--- config.mk ---
export PLATFORM = sky130hd
export DESIGN_NAME = mem_arbiter_flat
export DESIGN_NICKNAME = d
export VERILOG_FILES = /design/src/rtl/mem_arbiter_if.sv /design/src/rtl/mem_arbiter.sv /design/src/flat_wrapper.sv
export SDC_FILE = /design/constraint.sdc
export NUM_CORES = 1
export LEC_CHECK = 0
export ABC_CLOCK_PERIOD_IN_PS = 2900
export CAP_MARGIN = 20
export CORE_MARGIN = 2
export CORE_UTILIZATION = 47
export CTS_BUF_LIST = sky130_fd_sc_hd__clkbuf_8
export CTS_CLUSTER_DIAMETER = 40
export CTS_CLUSTER_SIZE = 30
export DETAILED_ROUTE_END_ITERATION = 8
export GPL_ROUTABILITY_DRIVEN = 0
export PLACE_DENSITY = 0.95
export SYNTH_ARGS = -nofsm -noshare
export SYNTH_HDL_FRONTEND = slang
export SYNTH_SLANG_ARGS = --single-unit
--- constraint.sdc ---
create_clock -name clk -period 2.9 [get_ports clk]
set_input_delay 0.58 -clock clk [delete_from_list [all_inputs] [get_ports clk]]
set_output_delay 0.58 -clock clk [all_outputs]
set_load 0.02 [all_outputs]
--- src/rtl/mem_arbiter_if.sv ---
// ============================================================================
//  Module      : mem_arbiter_if
//  Description : Bundle of cache-side and memory-side signals around the
//                unified main-memory arbiter.
//                slave  : arbiter view (takes cache requests and memory
//                         responses, drives done/rdata, mem_* and status).
//                master : environment view (caches + memory model).
//  Signals     : ic_req/ic_addr -> ic_done/ic_rdata          (I-cache, read)
//                dc_req/dc_wr/dc_addr/dc_wdata -> dc_done/dc_rdata (D-cache)
//                mem_req/mem_wr/mem_addr/mem_wdata -> mem_ack/mem_rdata
//                err (sticky timeout), busy (arbiter not idle)
//  Revision    : 1.0 - initial release
// ============================================================================
`default_nettype none

interface mem_arbiter_if #(
  parameter int ADDR_W = 16,
  parameter int DATA_W = 16
);
  logic              ic_req;
  logic [ADDR_W-1:0] ic_addr;
  logic              ic_done;
  logic [DATA_W-1:0] ic_rdata;

  logic              dc_req;
  logic              dc_wr;
  logic [ADDR_W-1:0] dc_addr;
  logic [DATA_W-1:0] dc_wdata;
  logic              dc_done;
  logic [DATA_W-1:0] dc_rdata;

  logic              mem_req;
  logic              mem_wr;
  logic [ADDR_W-1:0] mem_addr;
  logic [DATA_W-1:0] mem_wdata;
  logic              mem_ack;
  logic [DATA_W-1:0] mem_rdata;

  logic              err;
  logic              busy;

  modport slave (
    input  ic_req, ic_addr, dc_req, dc_wr, dc_addr, dc_wdata, mem_ack, mem_rdata,
    output ic_done, ic_rdata, dc_done, dc_rdata,
    output mem_req, mem_wr, mem_addr, mem_wdata, err, busy
  );

  modport master (
    output ic_req, ic_addr, dc_req, dc_wr, dc_addr, dc_wdata, mem_ack, mem_rdata,
    input  ic_done, ic_rdata, dc_done, dc_rdata,
    input  mem_req, mem_wr, mem_addr, mem_wdata, err, busy
  );
endinterface

`default_nettype wire

--- src/rtl/mem_arbiter.sv ---
// ============================================================================
//  Module      : mem_arbiter
//  Description : Shares one main-memory port between the I-cache miss path
//                (read only) and the D-cache miss/writeback path. One
//                transaction at a time: IDLE (grant) -> BUSY (mem_req held
//                until mem_ack or timeout) -> RESP (one-cycle done pulse).
//                A BUSY phase lasting TIMEOUT cycles without mem_ack sets the
//                sticky err flag and returns 16'hDEAD to the owner.
//  Ports       : clk  - system clock
//                rst  - synchronous, active-high reset
//                bus  - mem_arbiter_if.slave (cache, memory and status signals)
//  Parameters  : ADDR_W, DATA_W, TIMEOUT (>= 2)
//  Build macro : MEM_ARB_RR_EN - round-robin on simultaneous requests;
//                undefined gives fixed priority (D-cache wins).
//  Revision    : 1.0 - initial release
// ============================================================================
`default_nettype none

module mem_arbiter #(
  parameter int ADDR_W  = 16,
  parameter int DATA_W  = 16,
  parameter int TIMEOUT = 64
) (
  input  logic         clk,
  input  logic         rst,
  mem_arbiter_if.slave bus
);

  localparam int                CNT_W      = $clog2(TIMEOUT);
  localparam logic [CNT_W-1:0]  C_CNT_LAST = CNT_W'(TIMEOUT - 1);
  localparam logic [DATA_W-1:0] C_ERR_DATA = DATA_W'(16'hDEAD);
  localparam logic              C_OWN_IC   = 1'b0;
  localparam logic              C_OWN_DC   = 1'b1;

  typedef enum logic [1:0] {
    S_IDLE = 2'd0,
    S_BUSY = 2'd1,
    S_RESP = 2'd2
  } state_t;

  state_t            r_state;
  state_t            w_state_nxt;

  logic              r_owner;
  logic              r_last_grant;
  logic [CNT_W-1:0]  r_cnt;
  logic              r_err;
  logic              r_mem_wr;
  logic [ADDR_W-1:0] r_mem_addr;
  logic [DATA_W-1:0] r_mem_wdata;
  logic [DATA_W-1:0] r_ic_rdata;
  logic [DATA_W-1:0] r_dc_rdata;

  logic              w_any_req;
  logic              w_tie_dc;
  logic              w_pick_dc;
  logic              w_capture;
  logic              w_timeout;
  logic [DATA_W-1:0] w_resp_data;

  assign w_any_req = bus.ic_req | bus.dc_req;

  // Winner of a simultaneous request.
`ifdef MEM_ARB_RR_EN
  assign w_tie_dc = (r_last_grant == C_OWN_IC);
`else
  // last_grant is tracked in both builds; fixed priority always favours dc.
  assign w_tie_dc = 1'b1 | r_last_grant;
`endif

  assign w_pick_dc = bus.dc_req & (~bus.ic_req | w_tie_dc);

  // BUSY ends on mem_ack, or on the last allowed cycle; ack wins a tie.
  assign w_capture   = (r_state == S_BUSY) & (bus.mem_ack | (r_cnt == C_CNT_LAST));
  assign w_timeout   = (r_state == S_BUSY) & ~bus.mem_ack & (r_cnt == C_CNT_LAST);
  assign w_resp_data = bus.mem_ack ? (r_mem_wr ? '0 : bus.mem_rdata) : C_ERR_DATA;

  always_ff @(posedge clk) begin
    if (rst) begin
      r_state <= S_IDLE;
    end else begin
      r_state <= w_state_nxt;
    end
  end

  always_comb begin
    w_state_nxt = r_state;
    case (r_state)
      S_IDLE:  if (w_any_req) w_state_nxt = S_BUSY;
      S_BUSY:  if (w_capture) w_state_nxt = S_RESP;
      S_RESP:  w_state_nxt = S_IDLE;
      default: w_state_nxt = S_IDLE;
    endcase
  end

  always_ff @(posedge clk) begin
    if (rst) begin
      r_owner      <= C_OWN_IC;
      r_last_grant <= C_OWN_IC;
      r_cnt        <= '0;
      r_err        <= 1'b0;
      r_mem_wr     <= 1'b0;
      r_mem_addr   <= '0;
      r_mem_wdata  <= '0;
      r_ic_rdata   <= '0;
      r_dc_rdata   <= '0;
    end else begin
      case (r_state)
        S_IDLE: begin
          if (w_any_req) begin
            r_owner     <= w_pick_dc ? C_OWN_DC : C_OWN_IC;
            r_mem_addr  <= w_pick_dc ? bus.dc_addr : bus.ic_addr;
            r_mem_wr    <= w_pick_dc & bus.dc_wr;
            r_mem_wdata <= w_pick_dc ? bus.dc_wdata : '0;
          end
        end
        S_BUSY: begin
          r_cnt <= r_cnt + CNT_W'(1);
          // Per-requester capture registers double as the held rdata outputs.
          if (w_capture) begin
            if (r_owner == C_OWN_DC) begin
              r_dc_rdata <= w_resp_data;
            end else begin
              r_ic_rdata <= w_resp_data;
            end
          end
          if (w_timeout) begin
            r_err <= 1'b1;
          end
        end
        S_RESP: begin
          r_cnt        <= '0;
          r_last_grant <= r_owner;
        end
        default: ;
      endcase
    end
  end

  assign bus.mem_req   = (r_state == S_BUSY);
  assign bus.mem_wr    = r_mem_wr;
  assign bus.mem_addr  = r_mem_addr;
  assign bus.mem_wdata = r_mem_wdata;
  assign bus.ic_done   = (r_state == S_RESP) & (r_owner == C_OWN_IC);
  assign bus.dc_done   = (r_state == S_RESP) & (r_owner == C_OWN_DC);
  assign bus.ic_rdata  = r_ic_rdata;
  assign bus.dc_rdata  = r_dc_rdata;
  assign bus.err       = r_err;
  assign bus.busy      = (r_state != S_IDLE);

endmodule

`default_nettype wire
--- src/flat_wrapper.sv ---
// flat-port wrapper written by rule: the top's interface ports become plain ports
module mem_arbiter_flat 
#(
  parameter int ADDR_W  = 16,
  parameter int DATA_W  = 16,
  parameter int TIMEOUT = 64
)
  (clk, rst, bus_ic_req, bus_ic_addr, bus_dc_req, bus_dc_wr, bus_dc_addr, bus_dc_wdata, bus_mem_ack, bus_mem_rdata, bus_ic_done, bus_ic_rdata, bus_dc_done, bus_dc_rdata, bus_mem_req, bus_mem_wr, bus_mem_addr, bus_mem_wdata, bus_err, bus_busy);
  mem_arbiter_if #(.ADDR_W(ADDR_W), .DATA_W(DATA_W)) bus_i ();
  input  logic clk;
  input  logic rst;
  input wire logic [$bits(bus_i.ic_req)-1:0] bus_ic_req;
  input wire logic [$bits(bus_i.ic_addr)-1:0] bus_ic_addr;
  input wire logic [$bits(bus_i.dc_req)-1:0] bus_dc_req;
  input wire logic [$bits(bus_i.dc_wr)-1:0] bus_dc_wr;
  input wire logic [$bits(bus_i.dc_addr)-1:0] bus_dc_addr;
  input wire logic [$bits(bus_i.dc_wdata)-1:0] bus_dc_wdata;
  input wire logic [$bits(bus_i.mem_ack)-1:0] bus_mem_ack;
  input wire logic [$bits(bus_i.mem_rdata)-1:0] bus_mem_rdata;
  output wire logic [$bits(bus_i.ic_done)-1:0] bus_ic_done;
  output wire logic [$bits(bus_i.ic_rdata)-1:0] bus_ic_rdata;
  output wire logic [$bits(bus_i.dc_done)-1:0] bus_dc_done;
  output wire logic [$bits(bus_i.dc_rdata)-1:0] bus_dc_rdata;
  output wire logic [$bits(bus_i.mem_req)-1:0] bus_mem_req;
  output wire logic [$bits(bus_i.mem_wr)-1:0] bus_mem_wr;
  output wire logic [$bits(bus_i.mem_addr)-1:0] bus_mem_addr;
  output wire logic [$bits(bus_i.mem_wdata)-1:0] bus_mem_wdata;
  output wire logic [$bits(bus_i.err)-1:0] bus_err;
  output wire logic [$bits(bus_i.busy)-1:0] bus_busy;
  assign bus_i.ic_req = bus_ic_req;
  assign bus_i.ic_addr = bus_ic_addr;
  assign bus_i.dc_req = bus_dc_req;
  assign bus_i.dc_wr = bus_dc_wr;
  assign bus_i.dc_addr = bus_dc_addr;
  assign bus_i.dc_wdata = bus_dc_wdata;
  assign bus_i.mem_ack = bus_mem_ack;
  assign bus_i.mem_rdata = bus_mem_rdata;
  assign bus_ic_done = bus_i.ic_done;
  assign bus_ic_rdata = bus_i.ic_rdata;
  assign bus_dc_done = bus_i.dc_done;
  assign bus_dc_rdata = bus_i.dc_rdata;
  assign bus_mem_req = bus_i.mem_req;
  assign bus_mem_wr = bus_i.mem_wr;
  assign bus_mem_addr = bus_i.mem_addr;
  assign bus_mem_wdata = bus_i.mem_wdata;
  assign bus_err = bus_i.err;
  assign bus_busy = bus_i.busy;
  mem_arbiter #(.ADDR_W(ADDR_W), .DATA_W(DATA_W), .TIMEOUT(TIMEOUT)) u_core (.clk(clk), .rst(rst), .bus(bus_i));
endmodule
== Word-level counts from Yosys, hierarchy flattened ==
Cells that the tools add are included.
W data, S select, Z words.

* Bits in registers: 75
* Input port bits: 70
* Output and inout port bits: 70
* Word-level logic and storage cells: 42

* Add/subtract/negate cells: 1
* Equality and inequality tests: 5
* Multiplexer cells: 9
* Bitwise operators: 10
* Reductions and logical operators: 8

{| class="wikitable"
|+ Operators by type and width
! operator !! count
|-
| $mux W16 || 4
|-
| $pmux W6 S2 || 1
|-
| $add A6 B1 Y6 const B || 1
|-
| $and A1 B1 Y1 || 6
|-
| $eq A6 B6 Y1 const B || 1
|-
| $reduce_and A2 Y1 || 3
|-
| $reduce_and A3 Y1 || 2
|-
| $mux W2 || 2
|-
| $ne A2 B1 Y1 const B || 2
|-
| $pmux W2 S2 || 1
|-
| $reduce_bool A2 Y1 || 2
|-
| $eq A2 B1 Y1 const B || 1
|-
| $eq A2 B2 Y1 const B || 1
|-
| $logic_not A2 Y1 || 1
|-
| $not A1 Y1 || 2
|-
| $or A1 B1 Y1 || 2
|-
| $mux W1 || 1
|}

== Logic depth before layout (Yosys ltp) ==
Gate-level depths: netlist of the first run.

* Depth after elaboration: 5
* Gate-level depth with buffers: 7
* Mapped depth without buffers: 6

== Least setup slack after synthesis of the first run ==
No wires, ideal clock.

* Path kind: reg2reg
* From: register u_core.r_state[1]
* To: register u_core.r_ic_rdata[10] (netlist: u_core.bus.ic_rdata[10])
* Setup time: 0.123 ns
* Arrival: 1.559 ns
* Data required time: 2.777 ns
* Path slack: 1.219 ns
* Stages on the path, launching flop included: 7
* Path buffers: 1
* Clock period less this slack: 1.681 ns
* Cells stage by stage: dfxtp_1 -> inv_1 -> ha_1 -> inv_1 -> o41ai_4 -> buf_2 -> o21ai_0

* Word-level cells in the longest chain between the ends: 3

{| class="wikitable"
|+ Ends and longest elaborated chain
! item !! RTL line !! source
|-
| from (decl) || mem_arbiter.sv:41 || <nowiki>state_t r_state;</nowiki>
|-
| from (signal assigned) || mem_arbiter.sv:82 || <nowiki>r_state <= w_state_nxt;</nowiki>
|-
| $eq A2 B1 Y1 (*) || n/a ||
|-
| named net bus_mem_req || flat_wrapper.sv:24 || <nowiki>output wire logic [$bits(bus_i.mem_req)-1:0] bus_mem_req;</nowiki>
|-
| $and A1 B1 Y1 || mem_arbiter.sv:74 || <nowiki>assign w_capture = (r_state == S_BUSY) & (bus.mem_ack | (r_cnt == C_CNT_LAST));</nowiki>
|-
| $reduce_and A3 Y1 (no line) (*) || n/a ||
|-
| to (signal assigned) || mem_arbiter.sv:124 || <nowiki>r_ic_rdata <= w_resp_data;</nowiki>
|-
| to (decl) || mem_arbiter.sv:51 || <nowiki>logic [DATA_W-1:0] r_ic_rdata;</nowiki>
|}

The timed path passes the listed nets; every way through them passes the cells marked *.
A chain may end at the register's enable or synchronous reset.

== Worst setup path in the final report of the first run ==
* From: register u_core.r_state[0]
* To: output bus_ic_done

* Word-level cells in the longest chain between the ends: 2

{| class="wikitable"
|+ Ends and longest elaborated chain
! item !! RTL line !! source
|-
| $eq A2 B2 Y1 || mem_arbiter.sv:144 || <nowiki>assign bus.ic_done = (r_state == S_RESP) & (r_owner == C_OWN_IC);</nowiki>
|-
| $and A1 B1 Y1 || mem_arbiter.sv:144 ||
|-
| to (decl) || flat_wrapper.sv:20 || <nowiki>output wire logic [$bits(bus_i.ic_done)-1:0] bus_ic_done;</nowiki>
|}

Every way passes these cells.

==> results.yml, run 1 <==
floorplanning:
  placement_rows: 30
  dieArea_mm2: 0.007483
  initial_core_utilization_pct: 47.88
  core_region_area_mm2: 0.006681
  fp.dieW_um: 86.51
  pin_count: 140
  fp.dieH_um: 86.51
worst_setup_path:
  worst_ep_required_time_ps: 2320
  timing_worst_setup_path_type: "reg2out"
  path_max_fanout: 4
  worst_ep_arrival_time_ps: 1720
  setup.worst_path.end_class: "output pin"
  timing.critical_path.from_type: "flip-flop"
cts:
  clock_tree_root_driver_cell: "clkbuf_8"
  post-cts-setup-buffers: 0
  cts_tree: "built"
  cts_made_buffers: 9
  clock_sinks: 75
  cts.htree.levels: 3
  post_cts_resize_count: 0
  ctsLongestPathBuffers: 2
  cts.reportedPaths.clkPinSlew_ps: 80
  hold_buffers: 0
  insertion_delay_of_the_later_clocked_pin_in_the_worst_skew_pair_ps: 340
pwr:
  ir_worst_vdd_mv: 0.3506
  share_comb_of_total_power_pct: 29.1
  switching_share_pct: 31.23
  cellPowerDensity_mw_per_mm2: 587.4
  leakage_nw: 1.800
  seq_power_share_pct: 42.4
  netSwitchingPower_mw: 0.8868
  power.clock.fraction_pct: 28.5
  cellInternalPower_mw: 1.953
synthesis:
  syn_avg_cell_area_um2: 8.554
  synth_enable_flop_cells: 0
  synth-main-ff-cell: "dfxtp_1"
  synth_warnings: 0
  synth_cell_type_count: 32
  synth-async-reset-ratio_pct: 0
  synth-seq-area-share_pct: 46.93
  synthesis.nets: 449
  post_synthesis_cells: 374
  register_bit_total_from_synthesis: 75
  syn_area_mm2: 0.003199
global_route:
  wire_length_of_the_first_global_routing_pass_mm: 13.31
  globalRouteTotalUtil_pct: 22.27
  number_of_global_route_vias_before_repair: 2851
  antenna_violations_before_repair: 0
  grt-ovfl-total: 0
  grt_max_degree: 34
finish:
  final_common_cell: "clkdlybuf4s50_1"
  post_route_cells_drive_above_1_share_pct: 6.078
  nets: 580
  syn2layout_area_growth_pct: 51.11
  final_cell_mix: "clkdlybuf4s50_1 (138), dfxtp_1 (75), nand2_1 (47), nand2b_1 (43)"
  layout.core_utilization_pct: 72.36
  nFillCells: 497
  insertedDiodeCount: 0
route:
  finalWirelength_mm: 8.296
  detail-route-antenna-nets: 0
  via_count: 3057
  dr.first_iter.drc_count: 142
  route.detailed.drc: 0
  vias_per_cell: 5.181
  firstDrtPassIters: 4
  average_detailed_routed_wire_length_per_instance_um: 14.06
sta:
  max_slew.worst_pin.slew_ps: 986.0
  setup_repair_after_global_routing_missed_its_margin: "false"
  worst_clock_skew_ps: 10.75
  fmaxAchievable_ghz: 0.4339
  slew_headroom_pct: 34.26
  fin_ws_ps: 595.2
  fin_hold_ws_ps: 453.2
  final_hold_viols: 0
  finalWorstPathRequiredPeriod_ps: 2305
  slew_viol_final: 0
  finalSetupViolCount: 0
  post_route_fraction_of_the_period_consumed_by_the_critical_path_pct: 79.47
  setup_tns_ps: 0
worst_hold_path:
  worstHoldPathType: "reg2reg"
placed_design:
  worst_slack_at_placement_ps: 678.1
  port_buffers: 139
  dp.final_hpwl_mm: 6.103
outcome:
  status: "complete, no violations"
job:
  drv_cap: 0
==> worst max-delay path: stages, from the launching register on <==
cell             delay, ps
dfxtp_1                310
inv_1                  120
ha_1                   220
nor2b_1                140
clkdlybuf4s50_1        600
==> metal layers <==
| layer | part of all wire (%) | track usage, % | routed length (um) |
|---|---|---|---|
| met5 | 0 | 0 | 0 |
| met4 | 1.9 | 9.091 | 161 |
| met3 | 7.6 | 7.238 | 633 |
| met2 | 48 | 35.52 | 4015 |
| met1 | 42 | 27.83 | 3485 |
==> power groups by stage <==
stage                     registers (mW)  logic, mW  clock network [mW]
after floorplan                     1.33      0.351                   0
after global placement              1.22      0.809                   0
after detailed placement            1.23      0.829                   0
after CTS                           1.20      0.834               0.826
after global routing                1.22      0.897               0.867
final                               1.20      0.828               0.809
==> flip-flops by register name (all words and copies together), names as in the netlist <==
| signal | count |
|---|---|
| u_core.bus.dc_rdata | 16 |
| u_core.bus.ic_rdata | 16 |
| u_core.bus.mem_addr | 16 |
| u_core.bus.mem_wdata | 16 |
| u_core.r_cnt | 6 |
| u_core.r_state | 2 |
| u_core.bus.err | 1 |
| u_core.bus.mem_wr | 1 |
| u_core.r_owner | 1 |
==> per-stage QoR <==
step                std cells  total power [mW]  instance area, um2
floorplan                 374             1.680                3199
global placement          574             2.029                4632
detailed placement        574             2.055                4632
CTS                       590             2.863                4835
global route              590             2.981                4835
finish                    590             2.840                4835
==> final cells by class <==
cell class / count / area [um2] / share of cell area, %
Clock inverter: 6 / 65.06 / 1.346
Clock buffer: 10 / 137.6 / 2.847
Inverter: 4 / 15.01 / 0.3106
Sequential cell: 75 / 1501 / 31.06
Timing Repair Buffer: 148 / 1454 / 30.07
Tap cell: 80 / 100.1 / 2.070
Multi-Input combinational cell: 267 / 1562 / 32.30
==> cells in the mapped netlist, types with 4 or more instances <==
cell / n / area (um2)
dfxtp_1: 75 / 1501
nand2_1: 47 / 176.4
nand2b_1: 43 / 269.0
a21oi_1: 31 / 155.2
o21ai_0: 31 / 155.2
nand3_1: 27 / 135.1
nor2_1: 25 / 93.84
mux2i_1: 19 / 190.2
a211oi_1: 16 / 120.1
clkbuf_1: 13 / 48.80
buf_2: 12 / 60.06
ha_1: 5 / 62.56
inv_1: 4 / 15.01
==> cell families (layout without fill, tap and decap cells) <==
logic type | count (synthesis) | after routing | synth area share [%]
AO/OA/AOI/OAI | 86 | 86 | 15.92
multiplexers | 19 | 19 | 5.944
AND/OR/NAND/NOR | 153 | 153 | 23.70
XOR/XNOR | 4 | 4 | 1.095
flip-flops | 75 | 75 | 46.93
buffers and inverters | 32 | 168 | 4.458
adder cells (fa/ha/maj) | 5 | 5 | 1.955
==> final timing paths <==
kind	start	to	slack, ps	cells past startpoint
worst max-delay path	u_core.r_state[0]	bus_ic_done	600	4
worst min-delay path	u_core.bus.mem_wdata[3]	u_core.bus.mem_wdata[3]	450	2
worst max register to register	u_core.r_state[1]	u_core.bus.dc_rdata[5]	820	5
worst min register to register	u_core.bus.mem_wdata[3]	u_core.bus.mem_wdata[3]	450	2
No activity file was read; power rests on OpenSTA's default activity.
==> inputs of run 2 (changes only) <==
ABC_CLOCK_PERIOD_IN_PS = 1900   (was 2900)
CORE_UTILIZATION = 39   (was 47)
PLACE_DENSITY = 0.89   (was 0.95)
clock period = 1.9 ns   (was 2.9 ns; I/O delays follow)
==> results.yml, run 2 (synthesized netlist as in run 1, its figures left out) <==
pwr:
  share_comb_of_total_power_pct: 29.0
  power.clock.fraction_pct: 32.1
  leakage_nw: 1.922
  switching_share_pct: 28.72
  ir_worst_vdd_mv: 0.5132
  netSwitchingPower_mw: 1.346
  seq_power_share_pct: 39.0
  cellPowerDensity_mw_per_mm2: 924.6
  cellInternalPower_mw: 3.341
cts:
  cts_made_buffers: 9
  ctsLongestPathBuffers: 2
  cts.reportedPaths.clkPinSlew_ps: 70
  cts_tree: "built"
  clock_sinks: 75
  hold_buffers: 0
  insertion_delay_of_the_later_clocked_pin_in_the_worst_skew_pair_ps: 340
  cts.htree.levels: 3
  clock_tree_root_driver_cell: "clkbuf_8"
worst_hold_path:
  worstHoldPathCells: 2
  hold_path_end: "u_core.bus.mem_wdata[6]"
  holdCritStartpoint: "u_core.bus.mem_wdata[6]"
  worstHoldPathType: "reg2reg"
worst_setup_path:
  worst_ep_arrival_time_ps: 1440
  setup.worst_path.end_class: "output pin"
  timing.critical_path.from_type: "flip-flop"
  timing.reg2reg.worst_path_depth: 6
  timing.critical_path.slowest_cell_delay_ps: 340
  regToRegStartpoint: "u_core.r_state[1]"
  minimum_setup_slack_among_reg_to_reg_paths_ps: 180
  critical_path.cell_chain: "inv_1 -> ha_2 -> and2_1 -> dlygate4sd2_1"
  timing_worst_setup_path_type: "reg2out"
  path_max_fanout: 4
  crit_start: "u_core.r_state[0]"
  cp_num_buf_inv: 2
  reg2reg_to: "u_core.r_cnt[5]"
  worst_ep_required_time_ps: 1520
  top_cell_family_by_delay_on_the_critical_path: "buffers and inverters"
  worst_path_max_delay_cell: "dfxtp_1"
placed_design:
  dp.final_hpwl_mm: 6.247
  placedCellCount: 612
  worst_slack_at_placement_ps: -6.985
  port_buffers: 139
route:
  detail-route-antenna-nets: 0
  finalWirelength_mm: 8.435
  dr.first_iter.drc_count: 87
  via_count: 3132
  firstDrtPassIters: 5
  vias_per_cell: 4.987
  route.detailed.drc: 0
  average_detailed_routed_wire_length_per_instance_um: 13.43
finish:
  post_route_cells_drive_above_1_share_pct: 9.178
  final_common_cell: "clkdlybuf4s50_1"
  layout.cells.non_filler: 628
  insertedDiodeCount: 0
  syn2layout_area_growth_pct: 58.47
  nets: 594
  final_cell_mix: "clkdlybuf4s50_1 (134), dfxtp_1 (75), nand2_1 (47), nand2b_1 (43)"
sta:
  fin_ws_ps: 82.70
  setup_repair_after_global_routing_missed_its_margin: "false"
  fmaxAchievable_ghz: 0.5503
  post_route_fraction_of_the_period_consumed_by_the_critical_path_pct: 95.65
  worst_clock_skew_ps: 7.451
  finalWorstPathRequiredPeriod_ps: 1817
  slew_viol_final: 0
  final_hold_viols: 0
  slew_headroom_pct: 69.29
  finalSetupViolCount: 0
  max_slew.worst_pin.slew_ps: 460.6
floorplanning:
  core_region_area_mm2: 0.008093
  pin_count: 140
  placement_rows: 33
  fp.dieH_um: 94.57
  initial_core_utilization_pct: 39.53
  dieArea_mm2: 0.008943
  fp.dieW_um: 94.57
outcome:
  status: "complete, no violations"
global_route:
  grt-ovfl-total: 0
  number_of_global_route_vias_before_repair: 2899
  antenna_violations_before_repair: 0
  grt_max_degree: 37
  wire_length_of_the_first_global_routing_pass_mm: 13.20
  globalRouteTotalUtil_pct: 18.67
job:
  drv_cap: 0
-- run 2: changes by cell type in the layout (fill, tap and decap cells not counted), sizes merged --
cell	before	now
bufinv	1	3
clkdlybuf4s50	138	134
dlygate4sd2	0	2
buf	10	24
clkinvlp	3	1
inv	6	4
clkbuf	10	13
-- run 2: metal layers --
layer | wire length, um | vias up | global-route usage [%]
li1 | - | 1561 | -
met4 | 126 | 0 | 6.522
met2 | 3980 | 129 | 31.90
met1 | 3566 | 1430 | 21.76
met5 | 0 | - | 0
met3 | 762 | 12 | 6.464
-- run 2: final cells by class --
type / instances / area, um2
clock inverters: 4 / 97.59
multi-input cells: 267 / 1564
flip-flops and latches: 75 / 1501
clock buffers: 11 / 151.4
well taps: 105 / 131.4
repair buffers: 162 / 1609
inverters: 4 / 15.01
fillers: 699 / 3023
-- run 2: what timing repair did --
action / 4_1_cts / 5_1_grt
gates cloned: 0 / 0
setup buffers: 0 / 1
gates resized for setup: 4 / 5
pin swaps: 1 / 1
endpoints found under the setup margin: 7 / 18
-- run 2: worst reg2reg max path, stage by stage (launching register included) --
cell     delay (ps)
dfxtp_1         350
inv_1            60
buf_4           140
ha_1            400
nand4_1         190
or3_1           380
a21oi_1         140
-- run 2: power groups by stage --
stage / logic (mW) / registers [mW] / clock network (mW)
6_report: 1.36 / 1.83 / 1.50
5_1_grt: 1.47 / 1.85 / 1.60
4_1_cts: 1.35 / 1.83 / 1.53
3_5_place_dp: 1.36 / 1.86 / 0
3_3_place_gp: 1.33 / 1.86 / 0
2_1_floorplan: 0.536 / 2.03 / 0
-- run 2: how the worst max path moves through the flow --
stage | to | slack, ps | cells past startpoint
global placement | u_core.bus.ic_rdata[6] | 90 | 7
floorplan | u_core.bus.ic_rdata[10] | 220 | 6
detailed placement | u_core.bus.ic_rdata[7] | -7 | 6
CTS | bus_busy | 3 | 5
finish | bus_dc_done | 80 | 4
global route | bus_dc_done | 10 | 4
-- run 2: metrics by stage --
stage / total power, mW / utilization (%) / setup TNS (ps) / area [um2] / hold WS (ps)
5_1_grt: 4.913 / 62.65 / 0 / 5070 / 475.9
4_1_cts: 4.715 / 62.46 / 0 / 5055 / 455.0
2_1_floorplan: 2.564 / - / 0 / 3199 / 458.4
3_3_place_gp: 3.185 / 59.45 / 0 / 4811 / 439.7
6_report: 4.688 / 62.65 / 0 / 5070 / 454.1
3_5_place_dp: 3.222 / 59.45 / -8.994 / 4811 / 444.8
==> inputs of run 3 (changes only) <==
CTS_CLUSTER_SIZE = default   (was 30)
==> results of run 3 <==
Same layout as run 2: the final DEF is identical, and so are final timing and power.
